## src/rtl/nibble_serial_adder_pkg.sv

```systemverilog
// Shared types and constants for the nibble-serial add/subtract engine.
package nibble_serial_adder_pkg;

    localparam int NIBBLE_W = 4;

    typedef enum logic [1:0] {
        IDLE = 2'd0,
        RUN  = 2'd1,
        DONE = 2'd2
    } state_t;

    // Counter width for NIB nibbles; never narrower than one bit.
    function automatic int cnt_width(input int nib);
        return (nib > 1) ? $clog2(nib) : 1;
    endfunction

endpackage

```

## src/rtl/cla_4bit.sv

```systemverilog
// 4-bit carry-lookahead adder; all four carries are formed from generate/propagate terms in parallel.
module cla_4bit
    import nibble_serial_adder_pkg::*;
(
    input  logic [NIBBLE_W-1:0] i_a,
    input  logic [NIBBLE_W-1:0] i_b,
    input  logic                i_cin,
    output logic [NIBBLE_W-1:0] o_sum,
    output logic                o_cout
);

    logic [NIBBLE_W-1:0] w_g;
    logic [NIBBLE_W-1:0] w_p;
    logic [NIBBLE_W:0]   w_c;

    assign w_g = i_a & i_b;
    assign w_p = i_a ^ i_b;

    assign w_c[0] = i_cin;
    assign w_c[1] = w_g[0] | (w_p[0] & w_c[0]);
    assign w_c[2] = w_g[1] | (w_p[1] & w_g[0]) | (w_p[1] & w_p[0] & w_c[0]);
    assign w_c[3] = w_g[2] | (w_p[2] & w_g[1]) | (w_p[2] & w_p[1] & w_g[0])
                  | (w_p[2] & w_p[1] & w_p[0] & w_c[0]);
    assign w_c[4] = w_g[3] | (w_p[3] & w_g[2]) | (w_p[3] & w_p[2] & w_g[1])
                  | (w_p[3] & w_p[2] & w_p[1] & w_g[0])
                  | (w_p[3] & w_p[2] & w_p[1] & w_p[0] & w_c[0]);

    assign o_sum  = w_p ^ w_c[NIBBLE_W-1:0];
    assign o_cout = w_c[NIBBLE_W];

endmodule

```

## src/rtl/nibble_serial_adder.sv

```systemverilog
// WIDTH-bit add/subtract computed one nibble per clock through a single cla_4bit.
// Define NIBBLE_SERIAL_ADDER_FLAGS_EN to build the overflow and zero flags; otherwise they read 0.
module nibble_serial_adder
    import nibble_serial_adder_pkg::*;
#(
    parameter int WIDTH = 8
) (
    input  logic             clk,
    input  logic             rst_n,
    input  logic             in_valid,
    output logic             in_ready,
    input  logic [WIDTH-1:0] a,
    input  logic [WIDTH-1:0] b,
    input  logic             sub,
    output logic             out_valid,
    input  logic             out_ready,
    output logic [WIDTH-1:0] result,
    output logic             carry_out,
    output logic             overflow,
    output logic             zero,
    output state_t           o_dbg_state
);

    localparam int NIB   = WIDTH / NIBBLE_W;
    localparam int CNT_W = cnt_width(NIB);
    localparam logic [CNT_W-1:0] LAST_CNT = CNT_W'(NIB - 1);

    // Handshakes: a transfer happens on a rising edge where valid and ready are both high;
    // in_ready is high only in IDLE, out_valid only in DONE, so they are never high together.

    state_t             r_state;
    state_t             w_next_state;
    logic [WIDTH-1:0]   r_a;
    logic [WIDTH-1:0]   r_b;
    logic               r_carry;
    logic [CNT_W-1:0]   r_cnt;
    logic [WIDTH-1:0]   r_result;
    logic               r_carry_out;

    logic               w_accept;
    logic               w_run;
    logic               w_last;
    logic [NIBBLE_W-1:0] w_a_nib;
    logic [NIBBLE_W-1:0] w_b_nib;
    logic [NIBBLE_W-1:0] w_sum;
    logic               w_cout;
    logic [WIDTH-1:0]   w_result_next;

    // State register
    always_ff @(posedge clk or negedge rst_n) begin
        if (!rst_n) begin
            r_state <= IDLE;
        end else begin
            r_state <= w_next_state;
        end
    end

    // Next-state logic
    always_comb begin
        w_next_state = r_state;
        case (r_state)
            IDLE: if (in_valid)  w_next_state = RUN;
            RUN:  if (w_last)    w_next_state = DONE;
            DONE: if (out_ready) w_next_state = IDLE;
            default:             w_next_state = IDLE;
        endcase
    end

    // Output logic
    always_comb begin
        in_ready  = 1'b0;
        out_valid = 1'b0;
        w_run     = 1'b0;
        case (r_state)
            IDLE:    in_ready  = 1'b1;
            RUN:     w_run     = 1'b1;
            DONE:    out_valid = 1'b1;
            default: ;
        endcase
    end

    assign w_accept    = in_valid & in_ready;
    assign w_last      = w_run & (r_cnt == LAST_CNT);
    assign o_dbg_state = r_state;

    // Nibble select and in-place result update, indexed by the counter.
    always_comb begin
        w_a_nib       = '0;
        w_b_nib       = '0;
        w_result_next = r_result;
        for (int n = 0; n < NIB; n++) begin
            if (r_cnt == CNT_W'(n)) begin
                w_a_nib = r_a[n*NIBBLE_W +: NIBBLE_W];
                w_b_nib = r_b[n*NIBBLE_W +: NIBBLE_W];
                w_result_next[n*NIBBLE_W +: NIBBLE_W] = w_sum;
            end
        end
    end

    cla_4bit u_cla (
        .i_a    (w_a_nib),
        .i_b    (w_b_nib),
        .i_cin  (r_carry),
        .o_sum  (w_sum),
        .o_cout (w_cout)
    );

    always_ff @(posedge clk or negedge rst_n) begin
        if (!rst_n) begin
            r_a         <= '0;
            r_b         <= '0;
            r_carry     <= 1'b0;
            r_cnt       <= '0;
            r_result    <= '0;
            r_carry_out <= 1'b0;
        end else if (w_accept) begin
            // Subtract is A + ~B + 1: invert B here and seed the carry with sub.
            r_a      <= a;
            r_b      <= b ^ {WIDTH{sub}};
            r_carry  <= sub;
            r_cnt    <= '0;
            r_result <= '0;
        end else if (w_run) begin
            r_result <= w_result_next;
            r_carry  <= w_cout;
            r_cnt    <= r_cnt + CNT_W'(1);
            if (w_last) begin
                r_carry_out <= w_cout;
            end
        end
    end

    assign result    = r_result;
    assign carry_out = r_carry_out;

`ifdef NIBBLE_SERIAL_ADDER_FLAGS_EN
    logic r_overflow;
    logic r_zero;
    logic w_overflow_next;

    assign w_overflow_next = (r_a[WIDTH-1] == r_b[WIDTH-1]) & (w_sum[NIBBLE_W-1] != r_a[WIDTH-1]);

    always_ff @(posedge clk or negedge rst_n) begin
        if (!rst_n) begin
            r_overflow <= 1'b0;
            r_zero     <= 1'b0;
        end else if (w_last) begin
            r_overflow <= w_overflow_next;
            r_zero     <= ~|w_result_next;
        end
    end

    assign overflow = r_overflow;
    assign zero     = r_zero;
`else
    assign overflow = 1'b0;
    assign zero     = 1'b0;
`endif

endmodule

```

## config.mk

```make
export PLATFORM = sky130hd
export DESIGN_NAME = nibble_serial_adder
export DESIGN_NICKNAME = d
export VERILOG_FILES = /design/src/rtl/nibble_serial_adder_pkg.sv /design/src/rtl/cla_4bit.sv /design/src/rtl/nibble_serial_adder.sv
export SDC_FILE = /design/constraint.sdc
export NUM_CORES = 1
export LEC_CHECK = 0
export ABC_AREA = 1
export CAP_MARGIN = 20
export CORE_ASPECT_RATIO = 1.25
export CORE_MARGIN = 4
export CORE_UTILIZATION = 53
export DETAILED_ROUTE_END_ITERATION = 16
export MAX_ROUTING_LAYER = met4
export PLACE_DENSITY = 0.84
export SYNTH_ARGS = -nofsm -noshare
export SYNTH_HDL_FRONTEND = slang
export SYNTH_SLANG_ARGS = --single-unit
```

## constraint.sdc

```tcl
create_clock -name clk -period 4 [get_ports clk]
set_clock_uncertainty 0.15 [all_clocks]
set_input_delay 0.8 -clock clk [delete_from_list [all_inputs] [get_ports clk]]
set_output_delay 0.8 -clock clk [all_outputs]
set_load 0.01 [all_outputs]
```

==> results.md, run 1 <==
- Status: completed
- Post-synth cell types: 24
- Finished Layout Cells: 253
- Initial Util: 56.00%
- Detailed Route Iter0 Violations: 18
- Die area: 3816 um2
- Die width: 56.06 um
- Initial antenna violation count: 0
- Period minus WS final: 2.417 ns
- Final instance area: 1916 um2
- Final Max Tran Viols: 0
- Layout area overhead: 25.18%
- Total grt overflow: 0
- Post-CTS sizing: 0
- First-pass GRT wire length: 4954 um
- Worst EP arrival: 1.47 ns
- Max Used Layer: met4
- Number of global-route vias before repair: 1,201
- Reg-to-reg slack, setup: 1.82 ns
- Yosys warns: 0
- Syn avg cell area: 8.316 um2
- Core region area: 2733 um2
- RD Place Congestion: 0.9397
- Deepest clock path buffer count: 2
- Worst slack, placed: 1.810 ns
- Hold Vio Cnt, Final: 0
- Slew @ Worst Pin: 0.4994 ns
- Finish-stage setup viols: 0
- Total GRT Usage: 17.52%
- # nets final: 246
- Wire length on met3: 181 um
- Detail Placement HPWL: 2221 um
- Setup Buffers After CTS: 0
- Leakage dissipation: 0.9839 nW
- Layout cells sized above 1: 8.676%
- H-tree level count: 2
- CTS Buf Count: 5
- DP Area: 1861 um2
- CTS tree: done
- Synth Instances: 184
- WL met2: 1463 um
- Std cell rows: 21
- CP max FO: 5
- Data required time at the worst endpoint: 3.05 ns
- Sum of negative setup slack: 0 ns
- Clock Sinks: 29
- Post-DR vias/cell: 4.885
- Setup slack after layout: 1.583 ns
- DRT Pass-1 Iters: 4
- P per Cell Area: 807.5 nW/um2
- Clk Latency, worst-skew pair: 0.32 ns
- Seq/Total Area, Yosys: 47.42%
- DR WL/cell: 11.32 um
- CTS clk-pin slew, worst paths: 0.08 ns
- Kind of critical path: reg2out
- DR vias: 1,236
- Startpoint types: flop
- Worst VDD drop: 0.0004505 V
- Slew Limit Headroom: 66.61%
- DRC: 0
- WL met1: 1151 um
- Port-buffer cells: 33
- DIE HEIGHT: 68.08 um
- # IOs: 36
- Root buffer cell: clkbuf_4
- Hold-fix buffers, CTS: 0
- Pin count of the biggest net entering global routing: 36
- Placed instance count: 246
- Detail Route Antenna Nets: 0
- RSZ-0062 raised after global routing: false
- Antenna cells: 0
- #FFs+latches synth: 29
- Mapped Area: 1530 um2
- WL final: 2864 um
- Fillers: 236
- Max Freq: 413.8 MHz
- Max capacitance violation total: 0
- Crit end category: output pin
- HP Class: reg2reg
- Tcrit/Tclk final: 60.42%
sequential cells by signal, summed over array words and instances (netlist names):
register / count
carry_out: 1
result: 8
r_cnt: 1
r_b: 8
r_carry: 1
r_a: 8
o_dbg_state: 2
layout by cell type (no fill, tap or decap):
cell type / synthesis / final
buf_4: 5 / 1
bufinv_8: 1 / 1
clkbuf_1: 0 / 1
clkbuf_4: 0 / 5
clkbuf_8: 0 / 1
clkdlybuf4s50_1: 0 / 33
conb_1: 1 / 2
dfrtp_1: 29 / 29
fa_1: 1 / 1
ha_1: 5 / 5
inv_1: 7 / 7
inv_2: 3 / 3
inv_4: 1 / 1
nand2_1: 85 / 85
nand2_2: 4 / 4
nand2_4: 2 / 2
nand3_1: 8 / 8
nand4_1: 4 / 4
nor2_1: 2 / 2
nor2_4: 1 / 1
o21ai_0: 8 / 8
o21ai_1: 4 / 4
o31ai_1: 1 / 1
or2_0: 1 / 1
xnor2_1: 8 / 8
xor2_1: 1 / 1
worst paths after layout:
check	from	to	depth (start not counted)
max in group asynchronous	rst_n	r_b[2]$_DFFE_PN0P_	2
setup reg to reg	r_cnt$_DFFE_PN0P_	r_carry$_DFFE_PN0P_	11
min in group asynchronous	rst_n	o_dbg_state[1]$_DFFE_PN0P_	2
hold / removal	r_a[0]$_DFFE_PN0P_	r_a[0]$_DFFE_PN0P_	2
hold reg to reg	r_a[0]$_DFFE_PN0P_	r_a[0]$_DFFE_PN0P_	2
setup / recovery	o_dbg_state[0]$_DFFE_PN0P_	in_ready	2
cell families (layout without fill, tap and decap cells):
family / after synthesis / after routing / share of synthesized area [%]
AND/OR/NAND/NOR: 107 / 107 / 29.84
flip-flops: 29 / 29 / 47.42
buffers and inverters: 19 / 53 / 7.523
AO/OA/AOI/OAI: 13 / 13 / 4.416
XOR/XNOR: 9 / 9 / 5.152
adder cells (fa/ha/maj): 6 / 6 / 5.397
other: 1 / 2 / 0.2451
critical path, cell delays in order, from the launching register on:
cell and delay (ns):
dfrtp_1 0.46, nor2_4 0.13, clkdlybuf4s50_1 0.55
stage by stage:
step                utilization, %  hold slack, ns  power, mW
CTS                          70.10          0.3420      1.570
floorplan                        -          0.2987      1.132
global placement             68.09          0.3075      1.343
detailed placement           68.09          0.3190      1.384
finish                       70.10          0.3360      1.547
global route                 70.10          0.3626      1.712
cell usage after synthesis (all sizes together):
cell / number / area [um2]
nand3: 8 / 40.04
bufinv: 1 / 17.52
xor2: 1 / 8.760
or2: 1 / 6.260
xnor2: 8 / 70.07
nand2: 91 / 366.6
fa: 1 / 20.02
nor2: 3 / 18.77
conb: 1 / 3.750
buf: 7 / 53.80
inv: 11 / 43.80
o31ai: 1 / 7.510
ha: 5 / 62.56
nand4: 4 / 25.02
dfrtp: 29 / 725.7
o21ai: 12 / 60.06
power breakdown:
part	switching [mW]	total, mW	leakage [nW]	internal [mW]
sequential	0.0957	0.526	0.365	0.430
combinational	0.475	0.843	0.587	0.367
clock	0.0956	0.178	0.0314	0.0828
area by class of cell:
cell class / count / area, um2 / area share, %
multi-input combinational: 137 / 693.2 / 36.19
timing repair buffer: 34 / 337.8 / 17.64
sequential: 29 / 725.7 / 37.88
inverter: 12 / 61.31 / 3.201
tap: 34 / 42.54 / 2.221
clock buffer: 7 / 55.05 / 2.874
per-layer routing:
layer / vias to the layer above / global-route usage [%]
met5: - / -
met4: 0 / 8.012
met3: 11 / 5.094
met2: 34 / 34.06
met1: 553 / 15.68
li1: 638 / -
(Power assumes the default switching activity.)
==> run 2: changes to the inputs <==
Settings changed: CORE_UTILIZATION 53 to 44, PLACE_DENSITY 0.84 to 0.75.
Clock period 4 ns to 2.2 ns, I/O delays scaled along.
==> results.md, run 2 (same netlist as run 1, synthesis figures left out) <==
- Leakage dissipation: 1.002 nW (was 0.9839 nW)
- Sum of negative setup slack: 0 ns (unchanged)
- DIE HEIGHT: 73.94 um (was 68.08 um)
- Final Max Tran Viols: 0 (unchanged)
- CTS clk-pin slew, worst paths: 0.06 ns (was 0.08 ns)
- Initial Util: 46.64% (was 56.00%)
- Total grt overflow: 0 (unchanged)
- Pwr Total: 2.887 mW (was 1.547 mW)
- Die width: 60.75 um (was 56.06 um)
- Most frequent cells in the layout: nand2_1, clkdlybuf4s50_1, dfrtp_1 (unchanged)
- Max Freq: 499.7 MHz
- HP Class: reg2reg (unchanged)
- Max capacitance violation total: 0 (unchanged)
- Detail Route Antenna Nets: 0 (unchanged)
- WL final: 2802 um (was 2864 um)
- Std cell rows: 23 (was 21)
- Period minus WS final: 2.001 ns
- Total GRT Usage: 15.24% (was 17.52%)
- P per Cell Area: 1473 nW/um2 (was 807.5 nW/um2)
- Deepest clock path buffer count: 2 (unchanged)
- Root buffer cell: clkbuf_8 (was clkbuf_4)
- Detail Placement HPWL: 2151 um (was 2221 um)
- Core region area: 3281 um2 (was 2733 um2)
- Fillers: 303 (was 236)
- Pin count of the biggest net entering global routing: 36 (unchanged)
- WL met2: 1369 um (was 1463 um)
- Wire length on met3: 233 um (was 181 um)
- Antenna cells: 0 (unchanged)
- Port-buffer cells: 33 (unchanged)
- Post-DR vias/cell: 4.714 (was 4.885)
- Worst EP arrival: 1.41 ns (was 1.47 ns)
- First-pass GRT wire length: 4878 um (was 4954 um)
- Status: completed (unchanged)
- Finished Layout Cells: 259 (was 253)
- Commonest non-fill, non-tap cell in the layout: nand2_1 (unchanged)
- Crit end category: output pin (unchanged)
- DR WL/cell: 10.82 um (was 11.32 um)
- Max Used Layer: met4 (unchanged)
- DRC: 0 (unchanged)
- Hold Vio Cnt, Final: 0 (unchanged)
- DR vias: 1,221 (was 1,236)
- DRT Pass-1 Iters: 4 (unchanged)
- Data required time at the worst endpoint: 1.61 ns (was 3.05 ns)
- Tcrit/Tclk final: 90.97%
- CP max FO: 5 (unchanged)
- H-tree level count: 2 (unchanged)
- Placed instance count: 251 (was 246)
- Setup Buffers After CTS: 0 (unchanged)
- CTS Buf Count: 5 (unchanged)
- # nets final: 248 (was 246)
- Layout area overhead: 28.05% (was 25.18%)
- Die area: 4491 um2 (was 3816 um2)
- Post-CTS sizing: 0 (unchanged)
- CTS tree: done (unchanged)
- Startpoint types: flop (unchanged)
- Clock Sinks: 29 (unchanged)
- # IOs: 36 (unchanged)
- Number of global-route vias before repair: 1,136 (was 1,201)
- Clk Latency, worst-skew pair: 0.27 ns (was 0.32 ns)
- Hold-fix buffers, CTS: 0 (unchanged)
- RSZ-0062 raised after global routing: false (unchanged)
- WL met1: 1159 um (was 1151 um)
- Worst VDD drop: 0.001019 V (was 0.0004505 V)
- Finish-stage setup viols: 0 (unchanged)
- RD Place Congestion: 0.8280 (was 0.9397)
- Kind of critical path: reg2out (unchanged)
- Detailed Route Iter0 Violations: 34 (was 18)
- Initial antenna violation count: 0 (unchanged)
- Layout cells sized above 1: 9.009% (was 8.676%)
-- run 2: cell count changes in the layout (fill, tap and decap cells not counted), sizes merged --
cell    delta
buf        +2
clkbuf     +1
-- run 2: where the power goes --
| part | total [mW] | internal [mW] | switching, mW |
|---|---|---|---|
| Sequential | 0.951 | 0.785 | 0.166 |
| Combinational | 1.53 | 0.678 | 0.855 |
| Clock | 0.403 | 0.224 | 0.179 |
| Total | 2.89 | 1.69 | 1.20 |
-- run 2: final timing paths --
kind	startpoint	to	slack, ns	cells after the start
min in group asynchronous	rst_n	o_dbg_state[1]$_DFFE_PN0P_	0.39	2
setup reg to reg	r_cnt$_DFFE_PN0P_	carry_out$_DFFE_PN0P_	0.25	11
hold / removal	result[4]$_DFFE_PN0P_	result[4]$_DFFE_PN0P_	0.32	2
max in group asynchronous	rst_n	result[0]$_DFFE_PN0P_	1.24	2
hold reg to reg	result[4]$_DFFE_PN0P_	result[4]$_DFFE_PN0P_	0.32	2
setup / recovery	o_dbg_state[0]$_DFFE_PN0P_	in_ready	0.20	2
-- run 2: per-layer routing --
layer,global-route usage [%],vias up
met1,16.80,531
met2,23.66,39
met4,6.506,0
met5,-,-
met3,6.771,4
li1,-,647
-- run 2: critical path, cell delays in order (launching register included) --
cell and delay (ns):
dfrtp_1 0.45, nor2_4 0.14, clkdlybuf4s50_1 0.55
-- run 2: stage by stage --
| step | util, % | hold WS (ns) | setup slack [ns] | area [um2] |
|---|---|---|---|---|
| 4_1_cts | 59.73 | 0.3219 | 0.1825 | 1959 |
| 2_1_floorplan | - | -0.005591 | 0.4362 | 1534 |
| 3_3_place_gp | 57.28 | 0.3072 | 0.3144 | 1879 |
| 3_5_place_dp | 57.28 | 0.3076 | 0.2546 | 1879 |
| 6_report | 59.73 | 0.3189 | 0.1986 | 1959 |
| 5_1_grt | 59.73 | 0.3445 | 0.08088 | 1959 |
-- run 2: area by class of cell --
| cell class | count | area (um2) | area share [%] |
|---|---|---|---|
| flip-flops and latches | 29 | 725.7 | 37.04 |
| multi-input cells | 137 | 693.2 | 35.38 |
| repair buffers | 36 | 352.8 | 18.01 |
| clock buffers | 8 | 80.08 | 4.087 |
| inverters | 12 | 61.31 | 3.129 |
| well taps | 37 | 46.29 | 2.363 |
==> run 3: changes to the inputs <==
Settings changed: ABC_AREA 1 to unset, CELL_PAD_IN_SITES_DETAIL_PLACEMENT set to 0, CELL_PAD_IN_SITES_GLOBAL_PLACEMENT set to 1, CORE_UTILIZATION 44 to 33, PLACE_DENSITY 0.75 to unset, PLACE_DENSITY_LB_ADDON set to 0.1.
==> results.md, run 3 <==
- Status: completed (unchanged)
- RD Place Congestion: 0.8969 (was 0.8280)
- Commonest cells post-synth: nand2_1, dfrtp_1, o21ai_0 (was nand2_1, dfrtp_1, nand3_1, o21ai_0, xnor2_1)
- H-tree level count: 2 (unchanged)
- Sum of negative setup slack: 0 ns (unchanged)
- First-pass GRT wire length: 5720 um (was 4878 um)
- HP Class: reg2reg (unchanged)
- Number of global-route vias before repair: 1,249 (was 1,136)
- Crit-path slowest cell: dfrtp_2 (was clkdlybuf4s50_1)
- Yosys warns: 0 (unchanged)
- Max Freq: 466.2 MHz (was 499.7 MHz)
- Synth top area cells: dfrtp_1, nand2_1, mux2_2 (was dfrtp_1, nand2_1, xnor2_1)
- CTS tree: done (unchanged)
- Most frequent cells in the layout: nand2_1, clkdlybuf4s50_1, dfrtp_1 (unchanged)
- Seq/Total Area, Yosys: 47.97% (was 47.42%)
- Tcrit/Tclk final: 97.51% (was 90.97%)
- Top FF cell, synth: dfrtp_1 (unchanged)
- Total GRT Usage: 13.43% (was 15.24%)
- Most frequent cell after synthesis: nand2_1 (unchanged)
- Synth Instances: 156 (was 184)
- Finish-stage setup viols: 0 (unchanged)
- DRT Pass-1 Iters: 2 (was 4)
- Area of the multi-input gates: 726.9 um2 (was 693.2 um2)
- Max capacitance violation total: 0 (unchanged)
- Hold-fix buffers, CTS: 0 (unchanged)
- Initial Util: 34.18% (was 46.64%)
- Crit end category: flop (was output pin)
- Deepest clock path buffer count: 2 (unchanged)
- Pin count of the biggest net entering global routing: 30 (was 36)
- Post-synth cell types: 32 (was 24)
- Total grt overflow: 0 (unchanged)
- Sequential cell area: 729.5 um2 (was 725.7 um2)
- Syn avg cell area: 9.697 um2 (was 8.316 um2)
- Slowest Stage Delay on Critical Path: 0.44 ns (was 0.55 ns)
- Worst VDD drop: 0.0005383 V (was 0.001019 V)
- P per Cell Area: 1525 nW/um2 (was 1473 nW/um2)
- Pwr Total: 3.070 mW (was 2.887 mW)
- Leakage dissipation: 0.9232 nW (was 1.002 nW)
- Antenna cells: 0 (unchanged)
- Final Max Tran Viols: 0 (unchanged)
- CTS Buf Count: 5 (unchanged)
- Layout area overhead: 33.09% (was 28.05%)
- Critical path buffers and inverters: 0 (was 1)
- Combinational share of power: 52.2% (was 53.1%)
- Startpoint types: flop (unchanged)
- Worst EP arrival: 2.19 ns (was 1.41 ns)
- Internal: 1.859 mW (was 1.687 mW)
- Die area: 5738 um2 (was 4491 um2)
- DR vias: 1,199 (was 1,221)
- #FFs+latches synth: 29 (unchanged)
- Port-buffer cells: 33 (unchanged)
- Yosys top cell area share: 47.97% (was 47.42%)
- Mapped Area: 1513 um2 (was 1530 um2)
- CTS clk-pin slew, worst paths: 0.06 ns (about the same)
- CP cell instances: mux2_2 > ha_1 > a41oi_1 > o21ai_2 > and3_1 > nor3_1 (was nor2_4 > clkdlybuf4s50_1)
- Sw frac: 39.46% (was 41.55%)
- WL final: 3361 um (was 2802 um)
- Detailed Route Iter0 Violations: 22 (was 34)
- EDFF count, synth: 0 (unchanged)
- Yosys top cell by area: dfrtp_1 (unchanged)
- Switch Pwr: 1.211 mW (was 1.199 mW)
- Commonest non-fill, non-tap cell in the layout: nand2_1 (unchanged)
- Clock Sinks: 29 (unchanged)
- Initial antenna violation count: 0 (unchanged)
- Post-DR vias/cell: 4.758 (was 4.714)
- Detail Placement HPWL: 2509 um (was 2151 um)
- Clk pwr share: 15.7% (was 14.0%)
- DR WL/cell: 13.34 um (was 10.82 um)
- DRC: 0 (unchanged)
- Final hold slack: 0.3287 ns (was 0.3189 ns)
- Core region area: 4425 um2 (was 3281 um2)
- Clk Latency, worst-skew pair: 0.28 ns (was 0.27 ns)
- CP max FO: 7 (was 5)
- Die width: 68.56 um (was 60.75 um)
- DIE HEIGHT: 83.70 um (was 73.94 um)
- Root buffer cell: clkbuf_8 (unchanged)
- Kind of critical path: reg2reg (was reg2out)
- Std cell rows: 27 (was 23)
- Worst path top cell family by delay: flip-flops (was buffers and inverters)
- Hold Vio Cnt, Final: 0 (unchanged)
- Detail Route Antenna Nets: 0 (unchanged)
- Fillers: 442 (was 303)
- Sequential Power Share: 32.1% (was 32.9%)
- # nets final: 220 (was 248)
- Layout cells sized above 1: 15.98% (was 9.009%)
- Ys async rst share: 100.0% (unchanged)
- Data required time at the worst endpoint: 2.25 ns (was 1.61 ns)
- # IOs: 36 (unchanged)
- Period minus WS final: 2.145 ns (was 2.001 ns)
[run 3: repair_timing]
action | 4_1_cts | 5_1_grt
setup buffers | 0 | 0
cloned | 0 | 0
setup endpoints to repair | 2 | 6
gates resized for setup | 1 | 5
[run 3: worst paths after layout]
| kind | startpoint | slack (ns) | end | cells after the start |
|---|---|---|---|---|
| worst max-delay path | r_cnt$_DFFE_PN0P_ | 0.05 | result[3]$_DFFE_PN0P_ | 6 |
| worst min-delay path | r_b[6]$_DFFE_PN0P_ | 0.33 | r_b[6]$_DFFE_PN0P_ | 2 |
| worst max register to register | r_cnt$_DFFE_PN0P_ | 0.05 | result[3]$_DFFE_PN0P_ | 6 |
| worst min register to register | r_b[6]$_DFFE_PN0P_ | 0.33 | r_b[6]$_DFFE_PN0P_ | 2 |
| max in group asynchronous | rst_n | 1.20 | r_cnt$_DFFE_PN0P_ | 2 |
| min in group asynchronous | rst_n | 0.40 | r_a[7]$_DFFE_PN0P_ | 2 |
[run 3: through the flow]
step / setup WS [ns] / instance area [um2] / utilization, % / instances
floorplan: 0.06169 / 1516 / - / 157
global placement: 0.02730 / 1898 / 42.89 / 244
detailed placement: 0.007035 / 1898 / 42.89 / 244
CTS: 0.04335 / 2001 / 45.21 / 252
global route: -0.01632 / 2013 / 45.49 / 252
finish: 0.05479 / 2013 / 45.49 / 252
[run 3: worst min-delay path, stage by stage (launching register included)]
cell	delay (ns)
dfrtp_1	0.34
nand2_1	0.05
o21ai_1	0.06
[run 3: cell families after synthesis]
kind of cell	count (synthesis)	share of synthesized area (%)
XOR/XNOR	9	5.211
AO/OA/AOI/OAI	27	10.01
AND/OR/NAND/NOR	62	18.94
other	1	0.2479
multiplexers	10	7.279
adder cells (fa/ha/maj)	6	5.459
buffers and inverters	12	4.880
flip-flops	29	47.97
[run 3: final cells by class]
type / instances / area share (%)
Timing Repair Buffer: 39 / 18.65
Tap cell: 58 / 3.605
Sequential cell: 29 / 36.23
Multi-Input combinational cell: 116 / 36.11
Clock inverter: 1 / 0.2486
Clock buffer: 7 / 4.786
Inverter: 2 / 0.3729
[run 3: power by group through the flow]
stage	sequential, mW	clock [mW]	combinational [mW]
4_1_cts	0.982	0.500	1.59
6_report	0.984	0.483	1.60
3_5_place_dp	0.988	0	1.58
5_1_grt	1.02	0.522	1.82
2_1_floorplan	0.952	0	1.06
3_3_place_gp	0.982	0	1.57
[run 3: routing by layer]
metal	GRT usage [%]	wire, um	vias up
li1	-	-	592
met1	14.06	1391	571
met2	22.50	1717	28
met3	4.178	171	8
met4	5.606	80	0
met5	-	0	-
